## src/rtl/sha256_pkg.sv

```systemverilog
// Shared SHA-256 definitions: control states, block geometry and the sigma helpers
// used by the message schedule (and by the compression stage).
package sha256_pkg;

  localparam int MSG_WORDS = 16;
  localparam int ROUNDS    = 64;

  typedef enum logic [1:0] {
    ST_IDLE,
    ST_LOAD,
    ST_EXPAND,
    ST_DONE
  } state_e;

  function automatic logic [31:0] rotr32(input logic [31:0] x, input int unsigned n);
    return (x >> n) | (x << (32 - n));
  endfunction

  function automatic logic [31:0] small_sigma0(input logic [31:0] x);
    return rotr32(x, 7) ^ rotr32(x, 18) ^ (x >> 3);
  endfunction

  function automatic logic [31:0] small_sigma1(input logic [31:0] x);
    return rotr32(x, 17) ^ rotr32(x, 19) ^ (x >> 10);
  endfunction

endpackage

```

## src/rtl/sha256_w_expand.sv

```systemverilog
// Combinational schedule expansion: next W from the four window taps it depends on.
module sha256_w_expand
  import sha256_pkg::*;
(
  input  logic [31:0] w0,
  input  logic [31:0] w1,
  input  logic [31:0] w9,
  input  logic [31:0] w14,
  output logic [31:0] w_new
);

  // Plain 32-bit adds: carries out of bit 31 are dropped by the width.
  assign w_new = small_sigma1(w14) + w9 + small_sigma0(w1) + w0;

endmodule

```

## src/rtl/sha256_msg_schedule.sv

```systemverilog
// SHA-256 message schedule: loads 16 message words, then expands to W0..W63,
// streaming one word per cycle with k_addr leading w_out by one cycle.
module sha256_msg_schedule #(
  parameter int MSG_WORDS = 16,
  parameter int ROUNDS    = 64
) (
  input  logic        clk,
  input  logic        reset,
  input  logic        start,
  input  logic [31:0] msg_mem_data,
  output logic [3:0]  msg_mem_address,
  output logic        msg_mem_enable,
  output logic [31:0] w_out,
  output logic        w_valid,
  output logic [5:0]  k_addr,
  output logic        busy,
  output logic        done
);
  import sha256_pkg::*;

  state_e      state_q, state_d;
  logic [6:0]  cnt_q, cnt_d;          // index of the word written this cycle
  logic [3:0]  addr_q, addr_d;
  logic        en_q, en_d;
  logic        mem_vld_q, mem_vld_d;  // memory data valid this cycle
  logic [31:0] w_q, w_d;
  logic        wv_q, wv_d;
  logic [31:0] win_q [16];
  logic [31:0] win_d [16];
  logic [31:0] exp_word, new_word;
  logic        wr;

  sha256_w_expand u_expand (
    .w0    (win_q[0]),
    .w1    (win_q[1]),
    .w9    (win_q[9]),
    .w14   (win_q[14]),
    .w_new (exp_word)
  );

  always_comb begin
    state_d   = state_q;
    cnt_d     = cnt_q;
    addr_d    = addr_q;
    en_d      = 1'b0;
    mem_vld_d = en_q;
    w_d       = w_q;
    // The first EXPAND cycle still captures M15, so expansion starts with no bubble.
    wr        = mem_vld_q | (state_q == ST_EXPAND && cnt_q < 7'(ROUNDS));
    new_word  = mem_vld_q ? msg_mem_data : exp_word;
    wv_d      = wr;
    for (int i = 0; i < 16; i++) win_d[i] = win_q[i];

    if (wr) begin
      w_d   = new_word;
      cnt_d = cnt_q + 7'd1;
      for (int i = 0; i < 15; i++) win_d[i] = win_q[i+1];
      win_d[15] = new_word;
    end

    unique case (state_q)
      ST_IDLE: begin
        if (start) begin
          state_d = ST_LOAD;
          en_d    = 1'b1;
          addr_d  = '0;
          cnt_d   = '0;
        end
      end
      ST_LOAD: begin
        if (addr_q == 4'(MSG_WORDS - 1)) begin
          state_d = ST_EXPAND;
          addr_d  = '0;
        end else begin
          en_d   = 1'b1;
          addr_d = addr_q + 4'd1;
        end
      end
      ST_EXPAND: if (cnt_q == 7'(ROUNDS)) state_d = ST_DONE;
      ST_DONE:   state_d = ST_IDLE;
      default:   state_d = ST_IDLE;
    endcase
  end

  always_ff @(posedge clk) begin
    if (reset) begin
      state_q   <= ST_IDLE;
      cnt_q     <= '0;
      addr_q    <= '0;
      en_q      <= 1'b0;
      mem_vld_q <= 1'b0;
      w_q       <= '0;
      wv_q      <= 1'b0;
    end else begin
      state_q   <= state_d;
      cnt_q     <= cnt_d;
      addr_q    <= addr_d;
      en_q      <= en_d;
      mem_vld_q <= mem_vld_d;
      w_q       <= w_d;
      wv_q      <= wv_d;
    end
  end

  // The window is fully overwritten by each block's 16 loaded words.
  always_ff @(posedge clk) begin
    for (int i = 0; i < 16; i++) win_q[i] <= win_d[i];
  end

  assign msg_mem_address = addr_q;
  assign msg_mem_enable  = en_q;
  assign w_out           = w_q;
  assign w_valid         = wv_q;
  assign k_addr          = cnt_q[5:0];
  assign busy            = (state_q != ST_IDLE);
  assign done            = (state_q == ST_DONE);

endmodule

```

## config.mk

```make
export PLATFORM = sky130hd
export DESIGN_NAME = sha256_msg_schedule
export DESIGN_NICKNAME = d
export VERILOG_FILES = /design/src/rtl/sha256_pkg.sv /design/src/rtl/sha256_w_expand.sv /design/src/rtl/sha256_msg_schedule.sv
export SDC_FILE = /design/constraint.sdc
export NUM_CORES = 1
export LEC_CHECK = 0
export CORE_ASPECT_RATIO = 0.8
export CORE_UTILIZATION = 50
export CTS_CLUSTER_DIAMETER = 100
export DETAILED_ROUTE_END_ITERATION = 12
export PLACE_DENSITY = 0.71
export SYNTH_ARGS = -nofsm -noshare
export SYNTH_HDL_FRONTEND = slang
export SYNTH_SLANG_ARGS = --single-unit
```

## constraint.sdc

```tcl
create_clock -name clk -period 49.5 [get_ports clk]
set_clock_uncertainty 0.15 [all_clocks]
set_input_delay 4.95 -clock clk [delete_from_list [all_inputs] [get_ports clk]]
set_output_delay 4.95 -clock clk [all_outputs]
set_load 0.03 [all_outputs]
```

==> flow_summary.toml <==
[timing]
slew_headroom_pct = 24.4
worstMarginPinSlew_ps = 1130
drv_slew = 0
fin_crit_ps = 7210
rsz0062_at_grt = "false"
max_freq_ghz = 0.139
final.period_utilization_pct = 14.6
finalSetupTns_ps = 0
setup_viol = 0
hold_viol_final = 0

[floorplan]
row_count = 68
die_w_um = 238
core_mm2 = 0.0436
die_h_um = 191
die_area_mm2 = 0.0456
start_util_pct = 51.2
pin_count = 81

[global_route]
antenna_found_initial = 3
grt_pass1_vias = 11200
grt_pass1_wl_um = 66300
grt_max_degree = 148
gr-total-overflow = 0
grtUsageTotal_pct = 19.7

[synthesis]
synthFlopType = "edfxtp_1"
ys_seq_elements = 560
synthArstFlopShare_pct = 0
synth_edf_count = 512
synthTopCellsByCount = "edfxtp_1 (512), inv_1 (149), xnor2_1 (118)"
yosysMostFrequentCell = "edfxtp_1"
syn_area_mm2 = 0.0224
synthDominantCellAreaShare_pct = 68.8
yosysWarningCount = 0
synthTopCellsByArea = "edfxtp_1 (69%), fa_1 (5.6%), xnor2_1 (4.6%)"
syn_area_per_cell_um2 = 16.1
syn-num-nets = 1524
ys_seq_area_share_pct = 73.1
synth_largest_area_cell = "edfxtp_1"
synthCells = 1389
yosysUniqueCellTypes = 65

[worst_setup_path]
cp.required_ps = 44400
cpLargestDelayFamily = "buffers and inverters"
crit_fanout = 4
timing.critical_path.buf_inv = 3
timing.rr.start = "state_q[0]$_SDFFE_PP0P_"
crit_path_end_kind = "primary output"
r2r_cells = 8
cp_slowest_cell = "clkdlybuf4s50_1"
cpMostUsedCell = "inv_1"
critPathLaunchType = "flip-flop"
crit_arrival_ps = 2110
worstReg2RegEnd = "win_q[1][254]$_DFFE_PN_"
r2r_slack_ps = 44060
max_stage_delay_ps = 680
path_cells = "inv_1 > ha_1 > inv_1 > clkdlybuf4s50_1"
path_class = "reg -> out"

[route]
drcViolationCount = 0
wl_um = 43700
postRouteAntennaNets = 0
wl_met2_um = 18300
dr.pass1.iters = 5
drtIter0Drc = 1063
routed.top_layer = "met4"
met1_length_um = 20400
vias = 11300
met3_length_um = 4050
avgRoutedWirePerCell_um = 20.5
viasPerCell = 5.27

[placed_design]
portBuffers = 80
gp_congestion = 0.893
place_hpwl_um = 29700

[clocking]
cts_tree = "built"
htree_levels = 2
cts_sinks = 560
cts_resized = 0
clockBufferDepth = 3
cts_buffers = 52
clk_latency_ps = 590
holdBufCountCts = 0
root_buffer = "clkbuf_16"
clk_pin_slew_ps = 60
cts_setup_buffers = 0

[hold_path]
whs_path_depth = 0
holdCritStartpoint = "win_q[0][254]$_DFFE_PN_"
worstHoldEndpoint = "win_q[0][222]$_DFFE_PN_"
min_path_type = "reg -> reg"

[final_layout]
final-seq-area_mm2 = 0.0163
nets = 1632
finish.utilization_pct = 58.4
multi_input_area_mm2 = 0.00530
drive_gt1_share_pct = 7.09
area_growth_pct = 14.1
fill_cells = 3292

[job]
max_cap_viol_count = 0

[run_status]
status = "finished, final reports clean"
worst max-delay path by stage:
stage                            start                               to  slack (ps)  cells past startpoint
2_1_floorplan  state_q[0]$_SDFFE_PP0P_            win_q[0][0]$_DFFE_PN_       33290                      6
3_3_place_gp                     start  msg_mem_address[2]$_SDFFE_PP0P_       42740                      7
3_5_place_dp                     start  msg_mem_address[2]$_SDFFE_PP0P_       42700                      7
4_1_cts        state_q[0]$_SDFFE_PP0P_                             busy       42260                      4
5_1_grt        state_q[0]$_SDFFE_PP0P_                             busy       42200                      4
6_report       state_q[0]$_SDFFE_PP0P_                             busy       42290                      4
registers in the layout, summed over array words and instances, names as in the netlist:
signal,count
cnt_q,7
mem_vld_q,1
msg_mem_address,4
msg_mem_enable,1
state_q,2
w_out,32
w_valid,1
win_q,512
final cells by class:
| cell class | instances | area share [%] |
|---|---|---|
| clock inverter | 34 | 1.34 |
| clock buffer | 61 | 5.24 |
| inverter | 151 | 2.25 |
| tap | 595 | 2.92 |
| timing repair buffer | 89 | 3.41 |
| multi-input combinational | 643 | 20.8 |
| sequential | 560 | 64.1 |
| antenna | 1 | 0.00981 |
routing by layer:
metal / vias to the layer above / GRT usage, %
met1: 5559 / 30.2
met4: 0 / 5.77
met2: 442 / 27.2
met3: 82 / 5.73
met5: - / 0
li1: 5172 / -
metrics by stage:
stage | instance area (um^2) | instances | setup slack, ps | hold WS (ps)
3_3_place_gp | 23800 | 2038 | 42740 | 250
3_5_place_dp | 23800 | 2038 | 42700 | 255
6_report | 25500 | 2134 | 42290 | 264
4_1_cts | 25500 | 2133 | 42260 | 264
2_1_floorplan | 22400 | 1389 | 33290 | 250
5_1_grt | 25500 | 2133 | 42200 | 258
cells by family (layout without fill, tap and decap cells):
group                      after synthesis  in the layout  synth area share [%]
buffers and inverters                  186            335                  3.23
xor gates and xnor gates               145            145                  5.68
other                                    0              1                     0
DFF                                    560            560                  73.1
adders and majority gates              100            100                  7.68
AOI/OAI and AO/OA                      178            178                  5.45
and+or+nand+nor                        209            209                  4.37
muxes                                   11             11                 0.515
placed cells by master, fill, tap and decap left out, types with 47 or more instances in the layout:
master             n
nand2_1           70
clkdlybuf4s50_1   80
edfxtp_1         512
dfxtp_1           47
inv_1            149
clkbuf_16         52
xnor2_1          118
o21ai_0           47
nor2_1            51
fa_1              62
Power is left out: the tool's default activity adds up to more than one toggle a clock period on the data nets, which glitch-free logic cannot reach.
==> edit: new RTL, same settings <==
Re-encode `state_e` (4 states) as one-hot, 4 bits wide.
--- a/src/rtl/sha256_pkg.sv
+++ b/src/rtl/sha256_pkg.sv
@@ -7,7 +7,7 @@
 
-  typedef enum logic [1:0] {
-    ST_IDLE,
-    ST_LOAD,
-    ST_EXPAND,
-    ST_DONE
+  typedef enum logic [3:0] {
+    ST_IDLE   = 4'b0001,
+    ST_LOAD   = 4'b0010,
+    ST_EXPAND = 4'b0100,
+    ST_DONE   = 4'b1000
   } state_e;
Check against the original RTL: no difference found for any inputs over 10 cycles, from zero or initial values and one cycle with reset high; not proved beyond that.
==> edit against the original RTL <==
  * Sequential cell count up 2
  * Sequential share of layout area fell by 0.40 points
  * Worst setup slack worse by 0.21 ns
  * Synthesized cell count grew 0.22%
  * Die area grew 0.28%
  * Cell area increased by 0.87%
  * Global-route usage up 0.54 points
  * Wire length up 3.3%
  * Synthesized area up 0.29%
  * Utilization increased by 0.51 points
  * Highest routed layer unchanged
==> edit: results (changes against the original RTL) <==
| Metric | Value |
|---|---|
| Post-Syn Nets | 1523 (-0.066%) |
| Mux cell area share after synthesis | 0.3461% (-0.17 points) |
| Vias in the first global route | 10980 (-1.9%) |
| Crit-path max FO | 8 (+4) |
| Area share of fa/ha/maj cells after synthesis | 7.435% (-0.25 points) |
| Net count, final | 1630 (-0.12%) |
| Avg Vias per Cell | 5.255 (-0.37%) |
| Synth cell count leaders | 512 x edfxtp_1, 152 x inv_1, 121 x xnor2_1, 67 x nand2_1, 62 x fa_1 |
| Synth top area cells | edfxtp_1 69%, fa_1 5.5%, xnor2_1 4.7% |
| Outcome | complete, no violations |
| Hpwl dp | 31.46 mm (+5.9%) |
| First-pass GRT wire length | 67.36 mm (+1.5%) |
| Placed cells | 2041 (+0.15%) |
| Ant. Diodes | 0 (-1) |
| Starting DRC count in detailed routing | 917 (-14%) |
| Clk_lat worst skew | 0.61 ns (+0.02 ns) |
| Critical path's largest stage delay | 0.61 ns (-0.07 ns) |
| Critical Path Source | state_q[0] |
| Crit path DAT | 2.32 ns (+0.21 ns) |
| Syn Inst Count | 1392 (+0.22%) |
| Largest net degree at the start of global routing | 192 (+30%) |
| Netlist cell types | 70 (+7.7%) |
| Initial antenna violation count | 0 (-3) |
| Final Non-Filler Cells | 2137 (+0.14%) |
| Met3 global-route usage | 3.682% (-2.1 points) |
| Synth Area in Compound Gates | 5.068% (-0.38 points) |
| Min-Delay Path Class | flip-flop to flip-flop |
| Sequential-to-total area share from yosys stat | 73.05% (about the same) |
| Reg-to-Reg Start | win_q[0][40] |
| Hold Crit Start | win_q[0][189] |
| Met1 usage in global routing | 31.92% (+1.8 points) |
| Relative slew slack | 29.47% (+5.1 points) |
| Global Route Usage Sum | 20.26% (+0.54 points) |
| Fillers | 3308 (+0.49%) |
## edit: changes by cell type in the layout (fill, tap and decap cells not counted), sizes merged, moves of 6 or more
| cell | change |
|---|---|
| nand2b | +7 |
| nand4b | +10 |
| bufinv | +6 |
| a21oi | +6 |
| o21bai | +7 |
| o221ai | +7 |
| nand3 | -7 |
| mux2i | -6 |
| o31ai | -6 |
## edit: final timing paths
check,depth (start not counted),slack (ns),endpoint
max,3,42.08,busy
min,0,0.26,win_q[0][157]
max reg2reg,17,44.26,win_q[1][253]
min reg2reg,0,0.26,win_q[0][157]
## edit: layer usage
layer	share of wire, %	routed length, um
met5	0	0
met2	43	19380
met3	6.2	2783
met4	1.9	839
met1	49	22200
## edit: logic make-up (layout without fill, tap and decap cells)
family,after synthesis,in the layout
DFF,562,562
and+or+nand+nor,217,217
buffers and inverters,188,338
AOI/OAI and AO/OA,173,173
xor gates and xnor gates,149,149
adders and majority gates,96,96
muxes,7,7
## edit: power by group
part           switching, W  total [W]  internal [W]
clock network      0.000174   0.000427      0.000254
logic              0.000154   0.000243     0.0000890
registers         0.0000118   0.000559      0.000547
## edit: cell type report
class / instances / share of cell area [%]
sequential: 562 / 63.67
multi-input combinational: 642 / 20.59
clock buffer: 60 / 5.215
timing repair buffer: 88 / 3.395
tap: 595 / 2.894
inverter: 154 / 2.276
clock inverter: 36 / 1.965
## edit: worst register-to-register path: cells and delay by family (launching register included)
family / cells / cell delay [ns]
AO/OA/AOI/OAI: 5 / 1.28
XOR/XNOR: 3 / 0.88
adder cells (fa/ha/maj): 4 / 1.48
buffers and inverters: 3 / 0.23
flip-flops: 1 / 0.54
AND/OR/NAND/NOR: 2 / 0.37
## edit: metrics by stage
stage / cell area, um^2 / util (%) / setup slack [ns] / hold slack (ns)
floorplan: 22420 / - / 33.20 / 0.2503
global placement: 23880 / 54.70 / 42.39 / 0.2502
detailed placement: 23880 / 54.70 / 42.35 / 0.2545
CTS: 25720 / 58.93 / 42.06 / 0.2493
global route: 25720 / 58.93 / 41.97 / 0.2574
finish: 25720 / 58.93 / 42.08 / 0.2561
